## config.mk

```make
export PLATFORM = sky130hd
export DESIGN_NAME = result_receiver
export DESIGN_NICKNAME = d
export VERILOG_FILES = /design/src/rtl/result_receiver.sv
export SDC_FILE = /design/constraint.sdc
export NUM_CORES = 1
export LEC_CHECK = 0
export CORE_AREA = 2 2 110 112
export DETAILED_ROUTE_END_ITERATION = 8
export DIE_AREA = 0 0 112 114
export PLACE_DENSITY = 0.7
export SLEW_MARGIN = 20
export SYNTH_ARGS = -nofsm -noshare
export SYNTH_HDL_FRONTEND = slang
export SYNTH_SLANG_ARGS = --single-unit
```

## constraint.sdc

```tcl
create_clock -name clk -period 2.4 [get_ports clk]
set_clock_uncertainty 0.05 [all_clocks]
set_input_delay 0.6 -clock clk [delete_from_list [all_inputs] [get_ports clk]]
set_output_delay 0.6 -clock clk [all_outputs]
set_load 0.005 [all_outputs]
```

## src/rtl/result_receiver.sv

```systemverilog
// ---------------------------------------------------------------------------
// result_receiver
//
// Receives 9-byte result frames from the output_loader byte stream. Each frame
// is laid out as follows:
//   {SYNC[4:0], mode[2:0]}, wordA[31:24..7:0], wordB[31:24..7:0]
// Bytes are MSB first. A completed frame is presented on mode/wordA/wordB and
// held with res_valid until the consumer acknowledges it.
//
// Ports
//   clk        in   single clock, rising edge
//   rst        in   synchronous active-high reset, highest priority
//   in_byte    in   [7:0] stream byte
//   in_valid   in   in_byte valid; one byte per asserted cycle
//   ack        in   consumer has taken the held result (ignored outside HOLD)
//   mode       out  [2:0]  regime field of the last completed frame
//   wordA      out  [31:0] kappa word of the last completed frame
//   wordB      out  [31:0] inv_kappa word of the last completed frame
//   res_valid  out  result held, level until ack
//   busy       out  frame reception in progress
//   frame_err  out  one-cycle pulse: bad header or inter-byte timeout
//   overrun    out  one-cycle pulse: byte dropped while a result was held
// ---------------------------------------------------------------------------
module result_receiver #(
  parameter logic [4:0] SYNC    = 5'b10101,
  parameter int         TIMEOUT = 16
) (
  input  logic        clk,
  input  logic        rst,
  input  logic [7:0]  in_byte,
  input  logic        in_valid,
  input  logic        ack,
  output logic [2:0]  mode,
  output logic [31:0] wordA,
  output logic [31:0] wordB,
  output logic        res_valid,
  output logic        busy,
  output logic        frame_err,
  output logic        overrun
);

  localparam int GW = $clog2(TIMEOUT + 1);

  typedef enum logic [1:0] {
    IDLE = 2'd0,
    RX_A = 2'd1,
    RX_B = 2'd2,
    HOLD = 2'd3
  } state_t;

  state_t        state_reg, state_next;
  logic [1:0]    cnt_reg, cnt_next;
  logic [GW-1:0] gap_reg, gap_next;
  logic [2:0]    mode_sh_reg, mode_sh_next;
  logic [31:0]   sha_reg, sha_next;
  logic [31:0]   shb_reg, shb_next;
  logic [2:0]    mode_reg, mode_next;
  logic [31:0]   word_a_reg, word_a_next;
  logic [31:0]   word_b_reg, word_b_next;
  logic          res_valid_reg, res_valid_next;
  logic          busy_reg, busy_next;
  logic          frame_err_reg, frame_err_next;
  logic          overrun_reg, overrun_next;
  logic          take_hdr;

  always_ff @(posedge clk) begin
    if (rst) begin
      state_reg     <= IDLE;
      cnt_reg       <= '0;
      gap_reg       <= '0;
      mode_sh_reg   <= '0;
      sha_reg       <= '0;
      shb_reg       <= '0;
      mode_reg      <= '0;
      word_a_reg    <= '0;
      word_b_reg    <= '0;
      res_valid_reg <= 1'b0;
      busy_reg      <= 1'b0;
      frame_err_reg <= 1'b0;
      overrun_reg   <= 1'b0;
    end else begin
      state_reg     <= state_next;
      cnt_reg       <= cnt_next;
      gap_reg       <= gap_next;
      mode_sh_reg   <= mode_sh_next;
      sha_reg       <= sha_next;
      shb_reg       <= shb_next;
      mode_reg      <= mode_next;
      word_a_reg    <= word_a_next;
      word_b_reg    <= word_b_next;
      res_valid_reg <= res_valid_next;
      busy_reg      <= busy_next;
      frame_err_reg <= frame_err_next;
      overrun_reg   <= overrun_next;
    end
  end

  always_comb begin
    state_next     = state_reg;
    cnt_next       = cnt_reg;
    gap_next       = gap_reg;
    mode_sh_next   = mode_sh_reg;
    sha_next       = sha_reg;
    shb_next       = shb_reg;
    mode_next      = mode_reg;
    word_a_next    = word_a_reg;
    word_b_next    = word_b_reg;
    res_valid_next = res_valid_reg;
    frame_err_next = 1'b0;
    overrun_next   = 1'b0;
    take_hdr       = 1'b0;

    case (state_reg)
      IDLE: begin
        take_hdr = in_valid;
      end

      RX_A, RX_B: begin
        if (in_valid) begin
          // Every byte here is data, even if it looks like a header.
          gap_next = '0;
          cnt_next = cnt_reg + 2'd1;
          if (state_reg == RX_A) begin
            sha_next = {sha_reg[23:0], in_byte};
            if (cnt_reg == 2'd3) begin
              state_next = RX_B;
            end
          end else begin
            shb_next = {shb_reg[23:0], in_byte};
            if (cnt_reg == 2'd3) begin
              // Last byte: publish straight from the shadows so the
              // result appears one cycle after the 9th byte.
              state_next     = HOLD;
              mode_next      = mode_sh_reg;
              word_a_next    = sha_reg;
              word_b_next    = {shb_reg[23:0], in_byte};
              res_valid_next = 1'b1;
            end
          end
        end else if (gap_reg == GW'(TIMEOUT - 1)) begin
          // This idle cycle is the TIMEOUT-th in a row: abandon the frame.
          frame_err_next = 1'b1;
          state_next     = IDLE;
          gap_next       = '0;
        end else begin
          gap_next = gap_reg + 1'b1;
        end
      end

      HOLD: begin
        if (ack) begin
          res_valid_next = 1'b0;
          state_next     = IDLE;
          // A byte arriving with the ack is treated as an IDLE byte.
          take_hdr       = in_valid;
        end else if (in_valid) begin
          overrun_next = 1'b1;
        end
      end

      default: state_next = IDLE;
    endcase

    if (take_hdr) begin
      if (in_byte[7:3] == SYNC) begin
        mode_sh_next = in_byte[2:0];
        cnt_next     = '0;
        gap_next     = '0;
        state_next   = RX_A;
      end else begin
        frame_err_next = 1'b1;
      end
    end

    busy_next = (state_next == RX_A) || (state_next == RX_B);
  end

  assign mode      = mode_reg;
  assign wordA     = word_a_reg;
  assign wordB     = word_b_reg;
  assign res_valid = res_valid_reg;
  assign busy      = busy_reg;
  assign frame_err = frame_err_reg;
  assign overrun   = overrun_reg;

endmodule

```

* After elaboration in Yosys (flattened, before gate mapping)
Index checks and enable logic that the tools add are counted.
Operators by class: $add $sub $neg 2, muxes and demuxes 31, equality and inequality tests 12, bitwise operators 2, reduce and logical (&&, ||, !) cells 10
Operator list (number):
- $mux 5 | 5
- $mux 2 | 12
- $mux 1 | 11
- $eq 2x2->1 const B | 4
- $ne 2x2->1 const B | 4
- $reduce_and 3->1 | 2
- $add 5x1->5 const B | 1
- $eq 5x4->1 const B | 1
- $eq 5x5->1 const B | 1
- $reduce_and 5->1 | 1
- $eq 2x1->1 const B | 2
- $pmux 1 s2 | 2
- $pmux 2 s2 | 1
- $reduce_and 4->1 | 1
- $reduce_or 3->1 | 1
- $add 2x1->2 const B | 1
- $logic_not 2->1 | 1
- $not 1->1 | 2
- $reduce_and 2->1 | 1
- $reduce_bool 2->1 | 1
- $reduce_or 2->1 | 1
- $logic_or 1x1->1 | 1
Storage, ports and cells: output and inout bits 71, register bits after elaboration 139, logic and storage cells 70

* Logic depth before layout (Yosys ltp)
Gate-level depths: netlist of run 1.
word-level depth 9, gate-level depth with buffers 11

* Worst setup path before layout of run 1
OpenSTA, ideal clock, no wires.
path kind register to register, start reg state_reg[0], end reg state_reg[1], cell stages (with the launch flop) 8, data required time 2.235 ns, path slack 0.542 ns, library setup time 0.115 ns, period minus slack after synthesis 1.858 ns, arrival time 1.693 ns, buffers on the path 1, cell sequence dfxtp_1 inv_1 ha_1 buf_4 nor3b_2 nand4_1 nor2b_1 and2_1
On the way: cells in the longest elaborated chain, start to end 6
Ends and longest elaborated chain:
- from (decl) | RTL line 51 | state_t state_reg, state_next;
- from (signal assigned) | RTL line 82 | state_reg <= state_next;
- $eq 2x1->1 | RTL line 113, 123
- $mux 2 | RTL line 123 | if (state_reg == RX_A) begin
- $mux 2 | RTL line 119 | if (in_valid) begin
- $pmux 2 s2 | RTL line 113 | case (state_reg)
- $mux 2 | RTL line 165 | if (in_byte[7:3] == SYNC) begin
- $mux 2 (*) | RTL line 164 | if (take_hdr) begin
Mark *: on every way between the ends. The rest lies on a longest branch, timed or not. A chain may end at the register's enable or synchronous reset.

* Worst setup path after layout of run 1
start reg state_reg[1], end reg shb_reg[20]
On the way: cells in the longest elaborated chain, start to end 3
Ends and longest elaborated chain:
- $eq 2x1->1 / $eq 2x2->1 (equally long branches) | RTL line 113, 123
- $reduce_or 2->1 / $not 1->1 (equally long branches)
- $reduce_and 3->1 (no source line) (*)
- to (signal assigned) | RTL line 87 | shb_reg <= shb_next;
- to (decl) | RTL line 56 | logic [31:0] shb_reg, shb_next;
Marks and branches as above.

==> reports/summary.log, run 1 <==
qor: run_status.status finished, final reports clean
qor: clock_tree.holdBufCountCts 0
qor: synthesis.edff_count_synth 0
qor: placement.io_buffers 82
qor: worst_hold_path.worst_hold_path.endpoint wordB[26]$_SDFFE_PP0P_
qor: drt.ant_nets 0
qor: critical_path.worstSetupStartpointType flip-flop
qor: cells_and_area.layout-drive-gt1-share 0.0769
qor: global_routing.first_global_vias 4204
qor: clock_tree.clk_transition_reported_paths 0.06 ns
qor: drt.firstDrtPassIters 4
qor: critical_path.crit_buf_inv 1
qor: synthesis.netlist_area 5080 um2
qor: drt.vias_per_cell 5.01
qor: clock_tree.clk_root_buffer_cell clkbuf_16
qor: worst_hold_path.worst_hold_startpoint wordB[26]$_SDFFE_PP0P_
qor: timing.tightestPinTransition 0.554 ns
qor: die.effective_utilization_at_floorplan 0.434
qor: power_and_ir_drop.power-per-cell-area 744 nW/um2
qor: power_and_ir_drop.power_switching_share 0.206
qor: synthesis.most_frequent_cell_after_synthesis nand2_1
qor: power_and_ir_drop.p_int 0.00392 W
qor: clock_tree.post-cts-setup-buffers 0
qor: timing.report.final.hold_viol_count 0
qor: die.io_pins 83
qor: drt.postRouteWirelength 11500 um
qor: cells_and_area.num-nets-final 722
qor: clock_tree.cts.htree.levels 4
qor: cells_and_area.final_core_util 0.566
qor: global_routing.grt_max_degree 56
qor: placement.gp_congestion 0.862
qor: critical_path.required 2.61 ns
qor: die.row_count 40
qor: power_and_ir_drop.pwr-share-clk 0.509
qor: drt.dr_total_vias 4318
qor: timing.report.final.setup_viol 0
qor: timing.maxSlewViolCount 0
qor: die.floorplan.core_area 11700 um2
qor: timing.period_needed 2.14 ns
qor: power_and_ir_drop.switching_power 0.00101 W
qor: synthesis.ys.warnings.count 0
qor: clock_tree.tritoncts built
qor: die.overall_die_height 114 um
qor: timing.max_slew_margin 0.631
qor: synthesis.yosys.cell_types.count 36
qor: drt.post-route-drc-count 0
qor: run.maxCapViolCount 0
qor: timing.achievable-frequency 0.468 GHz
qor: timing.final.period_utilization 0.891
qor: synthesis.synth_top_cell_area_share 0.548
qor: cells_and_area.diode_insertion_count_for_antenna_repair 0
qor: critical_path.critical_path_class flip-flop to flip-flop
qor: timing.rsz0062_at_grt false
qor: synthesis.synth_top_cells_by_area dfxtp_1 55%, nand2_1 19%, a21oi_1 13%
qor: critical_path.timing.critical_path.cells inv_1 -> ha_1 -> nand2_4 -> or2_2 -> nand2_1 -> a21oi_1
qor: die.die_area 12800 um2
qor: global_routing.overall_routing_resource_usage 0.191
qor: synthesis.sequential_to_total_area_share_from_yosys_stat 0.548
qor: synthesis.synthesis.nets 651
qor: global_routing.antenna_violations_before_repair 0
qor: clock_tree.cts_resized 0
qor: critical_path.worst_r2r_endpoint shb_reg[20]$_SDFFE_PP0P_
qor: critical_path.crit_path_end_kind flip-flop
qor: die.die_w 112 um
qor: synthesis.post_synth_inst_count 632
qor: power_and_ir_drop.static_power_due_to_leakage 2.22 nW
qor: cells_and_area.layout.cells.non_filler 862
qor: power_and_ir_drop.comb_power_share 0.021
qor: critical_path.critical_path.max_fanout 24
qor: placement.dp.cells 831
qor: clock_tree.ctsLongestPathBuffers 2
qor: critical_path.path_delay_family simple AND/OR/NAND/NOR gates
qor: critical_path.r2r.worst_path.cells 6
qor: clock_tree.clkSinkCount 139
qor: power_and_ir_drop.seq_power_share 0.470
qor: worst_hold_path.hold_path_depth 2
qor: global_routing.grt_first_pass_wirelength 19700 um
qor: critical_path.number_of_logic_stages_on_the_critical_path_including_buffering 6
qor: worst_hold_path.worst_hold_path_type flip-flop to flip-flop
qor: critical_path.setup.reg_to_reg.worst_slack 0.26 ns
qor: synthesis.async_sr_flop_fraction 0
qor: timing.timing.hold.ws 0.401 ns
qor: cells_and_area.filler_cell_count 1043
qor: critical_path.critPathSlowestCell ha_1
qor: timing.final.setup.tns 0 ns
qor: synthesis.post_synthesis_area_per_instance 8.04 um2
qor: critical_path.critPathMaxStageDelay 0.52 ns
qor: synthesis.ys_ff_latch 139
qor: clock_tree.tritoncts.num_buffers 17
qor: power_and_ir_drop.ir_worst_vdd 0.500 mV
qor: synthesis.ys.flop_type dfxtp_1
qor: drt.wl_per_cell 13.4 um
qor: critical_path.worst_ep_arrival_time 2.35 ns
qor: clock_tree.clock_insertion_delay_at_the_later_pin_of_the_skew_report 0.41 ns
qor: drt.dr.first_iter.drc_count 290
qor: critical_path.worst_r2r_startpoint state_reg[1]$_SDFF_PP0_
qor: synthesis.synth_area_leader dfxtp_1
qor: global_routing.overflow 0
qor: cells_and_area.area_delta_synth_final 30.4%
qor: placement.dp.final_hpwl 7830 um
qor: synthesis.synth_common_cells 254 x nand2_1, 139 x dfxtp_1, 134 x a21oi_1
-- cell usage in the layout (no fill, tap or decap), types with 2 or more instances in the layout --
cell,synthesis,layout
a21oi_1,134,134
nor2b_1,5,5
buf_4,1,9
nand2_1,254,253
nor2_1,11,11
xor2_1,2,2
clkbuf_16,0,17
clkdlybuf4s50_1,0,81
inv_1,3,3
clkbuf_8,0,2
clkinv_2,0,5
nand3_1,4,4
dfxtp_1,139,139
mux2_2,2,2
and2_1,3,2
clkinvlp_4,0,4
buf_12,0,6
bufinv_16,0,2
mux2i_1,3,3
ha_1,7,7
o21ai_0,2,2
-- worst register-to-register path, cell delays in order (launching register included) --
cell and delay (ns):
dfxtp_1 0.42, inv_1 0.13, ha_1 0.52, nand2_4 0.14, or2_2 0.49, nand2_1 0.16
a21oi_1 0.09
-- cell families after synthesis --
group	share of synthesized area
AND/OR/NAND/NOR	0.229
AO/OA/AOI/OAI	0.148
flip-flops	0.548
buffers and inverters	0.0448
adder cells (fa/ha/maj)	0.0172
multiplexers	0.0103
XOR/XNOR	0.00345
-- metrics by stage --
| step | power [W] | setup WS, ns | instance area, um2 |
|---|---|---|---|
| floorplan | 0.00242 | 0.542 | 5080 |
| global placement | 0.00247 | 0.201 | 6050 |
| detailed placement | 0.00247 | 0.0766 | 6050 |
| CTS | 0.00497 | 0.270 | 6630 |
| global route | 0.00509 | 0.109 | 6630 |
| finish | 0.00493 | 0.262 | 6630 |
-- routing by layer --
layer  GRT usage  vias up  share of wire  wire, um
met4      0.0602        0          0.010       119
li1            -     2195              -         -
met3      0.0685        8          0.048       549
met1       0.234     2020           0.45      5170
met2       0.315       95           0.49      5710
met5           0        -              0         0
-- worst max-delay path by stage --
stage | slack (ns) | end | from
after floorplan | 0.54 | state_reg[1]$_SDFF_PP0_ | state_reg[0]$_SDFF_PP0_
after global placement | 0.20 | mode_sh_reg[0]$_SDFFE_PP0P_ | in_byte[7]
after detailed placement | 0.08 | mode_sh_reg[0]$_SDFFE_PP0P_ | in_byte[7]
after CTS | 0.27 | shb_reg[20]$_SDFFE_PP0P_ | state_reg[1]$_SDFF_PP0_
after global routing | 0.11 | mode_sh_reg[0]$_SDFFE_PP0P_ | state_reg[1]$_SDFF_PP0_
final | 0.26 | shb_reg[20]$_SDFFE_PP0P_ | state_reg[1]$_SDFF_PP0_
-- power by group through the flow --
stage / clock network, W / registers [W] / logic, W
2_1_floorplan: 0 / 0.00236 / 0.0000518
3_3_place_gp: 0 / 0.00236 / 0.000102
3_5_place_dp: 0 / 0.00236 / 0.000104
4_1_cts: 0.00255 / 0.00231 / 0.000105
5_1_grt: 0.00266 / 0.00231 / 0.000114
6_report: 0.00251 / 0.00231 / 0.000105
-- area by class of cell --
class                      instances  area (um2)  share of cell area
clock buffer                      19         453              0.0683
clock inverter                    12         124              0.0187
inverter                           3        11.3             0.00170
multi-input combinational        446        2080               0.313
sequential                       139        2780               0.420
tap                              147         184              0.0277
timing repair buffer              96         998               0.151
Note: power is estimated with default switching activity, not from simulation.
==> inputs of run 2 (changes only) <==
--- a/config.mk
+++ b/config.mk
@@ -10,4 +10,4 @@
 export DIE_AREA = 0 0 112 114
-export PLACE_DENSITY = 0.7
-export SLEW_MARGIN = 20
+export PLACE_DENSITY = 0.72
+export SLEW_MARGIN = 10
 export SYNTH_ARGS = -nofsm -noshare
==> constraint.sdc (replaced) <==
create_clock -name clk -period 2.4 [get_ports clk]
set_clock_uncertainty 0.05 [all_clocks]
set_input_delay 0.24 -clock clk [delete_from_list [all_inputs] [get_ports clk]]
set_output_delay 0.24 -clock clk [all_outputs]
set_load 0.005 [all_outputs]
==> reports/summary.log, run 2 (synthesis gave the netlist of run 1 again) <==
qor: clock_tree.clk_root_buffer_cell clkbuf_16
qor: clock_tree.clock_insertion_delay_at_the_later_pin_of_the_skew_report 0.40 ns [about the same]
qor: die.effective_utilization_at_floorplan 0.434 [unchanged]
qor: timing.timing.hold.ws 0.193 ns [-0.208 ns]
qor: cells_and_area.layout_commonest_cell nand2_1
qor: global_routing.overflow 0 [unchanged]
qor: global_routing.first_global_vias 4207 [+0.071%]
qor: cells_and_area.layout_common_cells 253 x nand2_1, 139 x dfxtp_1, 134 x a21oi_1
qor: placement.dp.final_hpwl 7560 um [-3.4%]
qor: drt.wl_per_cell 13.6 um [+1.5%]
qor: clock_tree.clk_transition_reported_paths 0.06 ns [about the same]
qor: clock_tree.clkSinkCount 139 [unchanged]
qor: cells_and_area.diode_insertion_count_for_antenna_repair 0 [unchanged]
qor: power_and_ir_drop.ir_worst_vdd 0.477 mV [-4.7%]
qor: critical_path.crit_start state_reg[0]$_SDFF_PP0_
qor: die.die_area 12800 um2 [unchanged]
qor: timing.maxSlewViolCount 0 [unchanged]
qor: timing.tightestPinTransition 0.463 ns [-0.0915 ns]
qor: timing.final.setup.tns 0 ns [unchanged]
qor: global_routing.antenna_violations_before_repair 0 [unchanged]
qor: cells_and_area.num-nets-final 718 [-0.55%]
qor: drt.firstDrtPassIters 5 [+1]
qor: die.floorplan.core_area 11700 um2 [unchanged]
qor: die.io_pins 83 [unchanged]
qor: drt.dr_total_vias 4338 [+0.46%]
qor: worst_hold_path.worst_hold_startpoint rst
qor: cells_and_area.multi_input_area 2080 um2 [unchanged]
qor: timing.report.final.hold_viol_count 0 [unchanged]
qor: timing.max_slew_margin 0.692 [+0.0610]
qor: timing.achievable-frequency 0.455 GHz [-2.7%]
qor: cells_and_area.filler_cell_count 1075 [+3.1%]
qor: critical_path.critical_path_class flip-flop to flip-flop
qor: die.row_count 40 [unchanged]
qor: clock_tree.tritoncts built
qor: timing.report.final.setup_viol 0 [unchanged]
qor: critical_path.required 2.65 ns [+0.04 ns]
qor: run_status.status finished, final reports clean
qor: clock_tree.holdBufCountCts 0 [unchanged]
qor: cells_and_area.area_delta_synth_final 30.3%
qor: critical_path.critical_path.max_fanout 9 [-63%]
qor: die.die_w 112 um [unchanged]
qor: clock_tree.tritoncts.num_buffers 17 [unchanged]
qor: placement.dp_slack 0.252 ns [+0.175 ns]
qor: power_and_ir_drop.power-per-cell-area 784 nW/um2 [+5.4%]
qor: drt.vias_per_cell 5.05 [+0.81%]
qor: die.overall_die_height 114 um [unchanged]
qor: clock_tree.post-cts-setup-buffers 0 [unchanged]
qor: global_routing.grt_max_degree 95 [+70%]
qor: power_and_ir_drop.static_power_due_to_leakage 2.22 nW [about the same]
qor: placement.gp_congestion 0.801 [-7.1%]
qor: global_routing.overall_routing_resource_usage 0.186 [-0.00427]
qor: run.maxCapViolCount 0 [unchanged]
qor: global_routing.grt_first_pass_wirelength 19500 um [-1.2%]
qor: clock_tree.cts_resized 0 [unchanged]
qor: drt.post-route-drc-count 0 [unchanged]
qor: drt.dr.first_iter.drc_count 195 [-33%]
qor: critical_path.worst_r2r_startpoint state_reg[0]$_SDFF_PP0_
qor: cells_and_area.register_area 2780 um2 [unchanged]
qor: cells_and_area.layout-drive-gt1-share 0.0702 [-0.00670]
qor: worst_hold_path.worst_hold_path_type primary input to flip-flop
qor: critical_path.worst_ep_arrival_time 2.44 ns [+0.09 ns]
qor: critical_path.crit_path_end_kind flip-flop
qor: drt.postRouteWirelength 11700 um [+1.1%]
qor: timing.rsz0062_at_grt false
qor: drt.ant_nets 0 [unchanged]
qor: clock_tree.ctsLongestPathBuffers 2 [unchanged]
qor: timing.period_needed 2.20 ns [+0.0592 ns]
qor: timing.fin_ws 0.203 ns [-0.0592 ns]
qor: critical_path.setup.reg_to_reg.worst_slack 0.20 ns [-0.06 ns]
qor: clock_tree.cts.htree.levels 4 [unchanged]
qor: timing.final.period_utilization 0.915 [+0.0247]
qor: critical_path.worstSetupStartpointType flip-flop
qor: placement.io_buffers 82 [unchanged]
## run 2: cell types whose count changed in the layout (fill, tap and decap cells not counted), sizes merged
cell	previous run	this run
clkinvlp	4	2
clkbuf	19	22
inv	3	4
buf	15	11
bufinv	2	4
clkinv	6	3
## run 2: area by class of cell
cell class                 instances  area share
sequential                       139       0.420
timing repair buffer              92       0.141
clock buffer                      22      0.0716
clock inverter                    10      0.0246
tap                              147      0.0278
inverter                           3     0.00170
multi-input combinational        446       0.313
## run 2: stage by stage
stage	util	instances	total power (W)	area [um2]
finish	0.565	859	0.00519	6620
floorplan	-	632	0.00242	5080
global placement	0.511	827	0.00246	5980
detailed placement	0.511	827	0.00246	5980
CTS	0.565	859	0.00521	6620
global route	0.565	859	0.00533	6620
## run 2: worst paths after layout
check | end | cells past startpoint
setup reg to reg | state_reg[1]$_SDFF_PP0_ | 6
setup / recovery | state_reg[1]$_SDFF_PP0_ | 6
hold / removal | mode_sh_reg[1]$_SDFFE_PP0P_ | 2
hold reg to reg | wordB[18]$_SDFFE_PP0P_ | 2
## run 2: per-layer routing
metal / GRT usage / vias up / share of wire
met4: 0.0561 / 0 / 0.0039
met5: 0 / - / 0
met1: 0.233 / 2055 / 0.46
li1: - / 2185 / -
met3: 0.0484 / 2 / 0.045
met2: 0.319 / 96 / 0.50
## run 2: critical path, cell delays in order (launching register included)
cell and delay, ns:
dfxtp_1 0.39, inv_1 0.12, ha_1 0.45, nor3b_2 0.25, nand4_1 0.39, nor2b_1 0.29
and2_1 0.16
## run 2: power breakdown
group          switching [W]  internal, W  total (W)
Sequential        0.00000272      0.00231    0.00231
Clock               0.000951      0.00183    0.00278
Combinational      0.0000660    0.0000339   0.000100
Total                0.00102      0.00417    0.00519
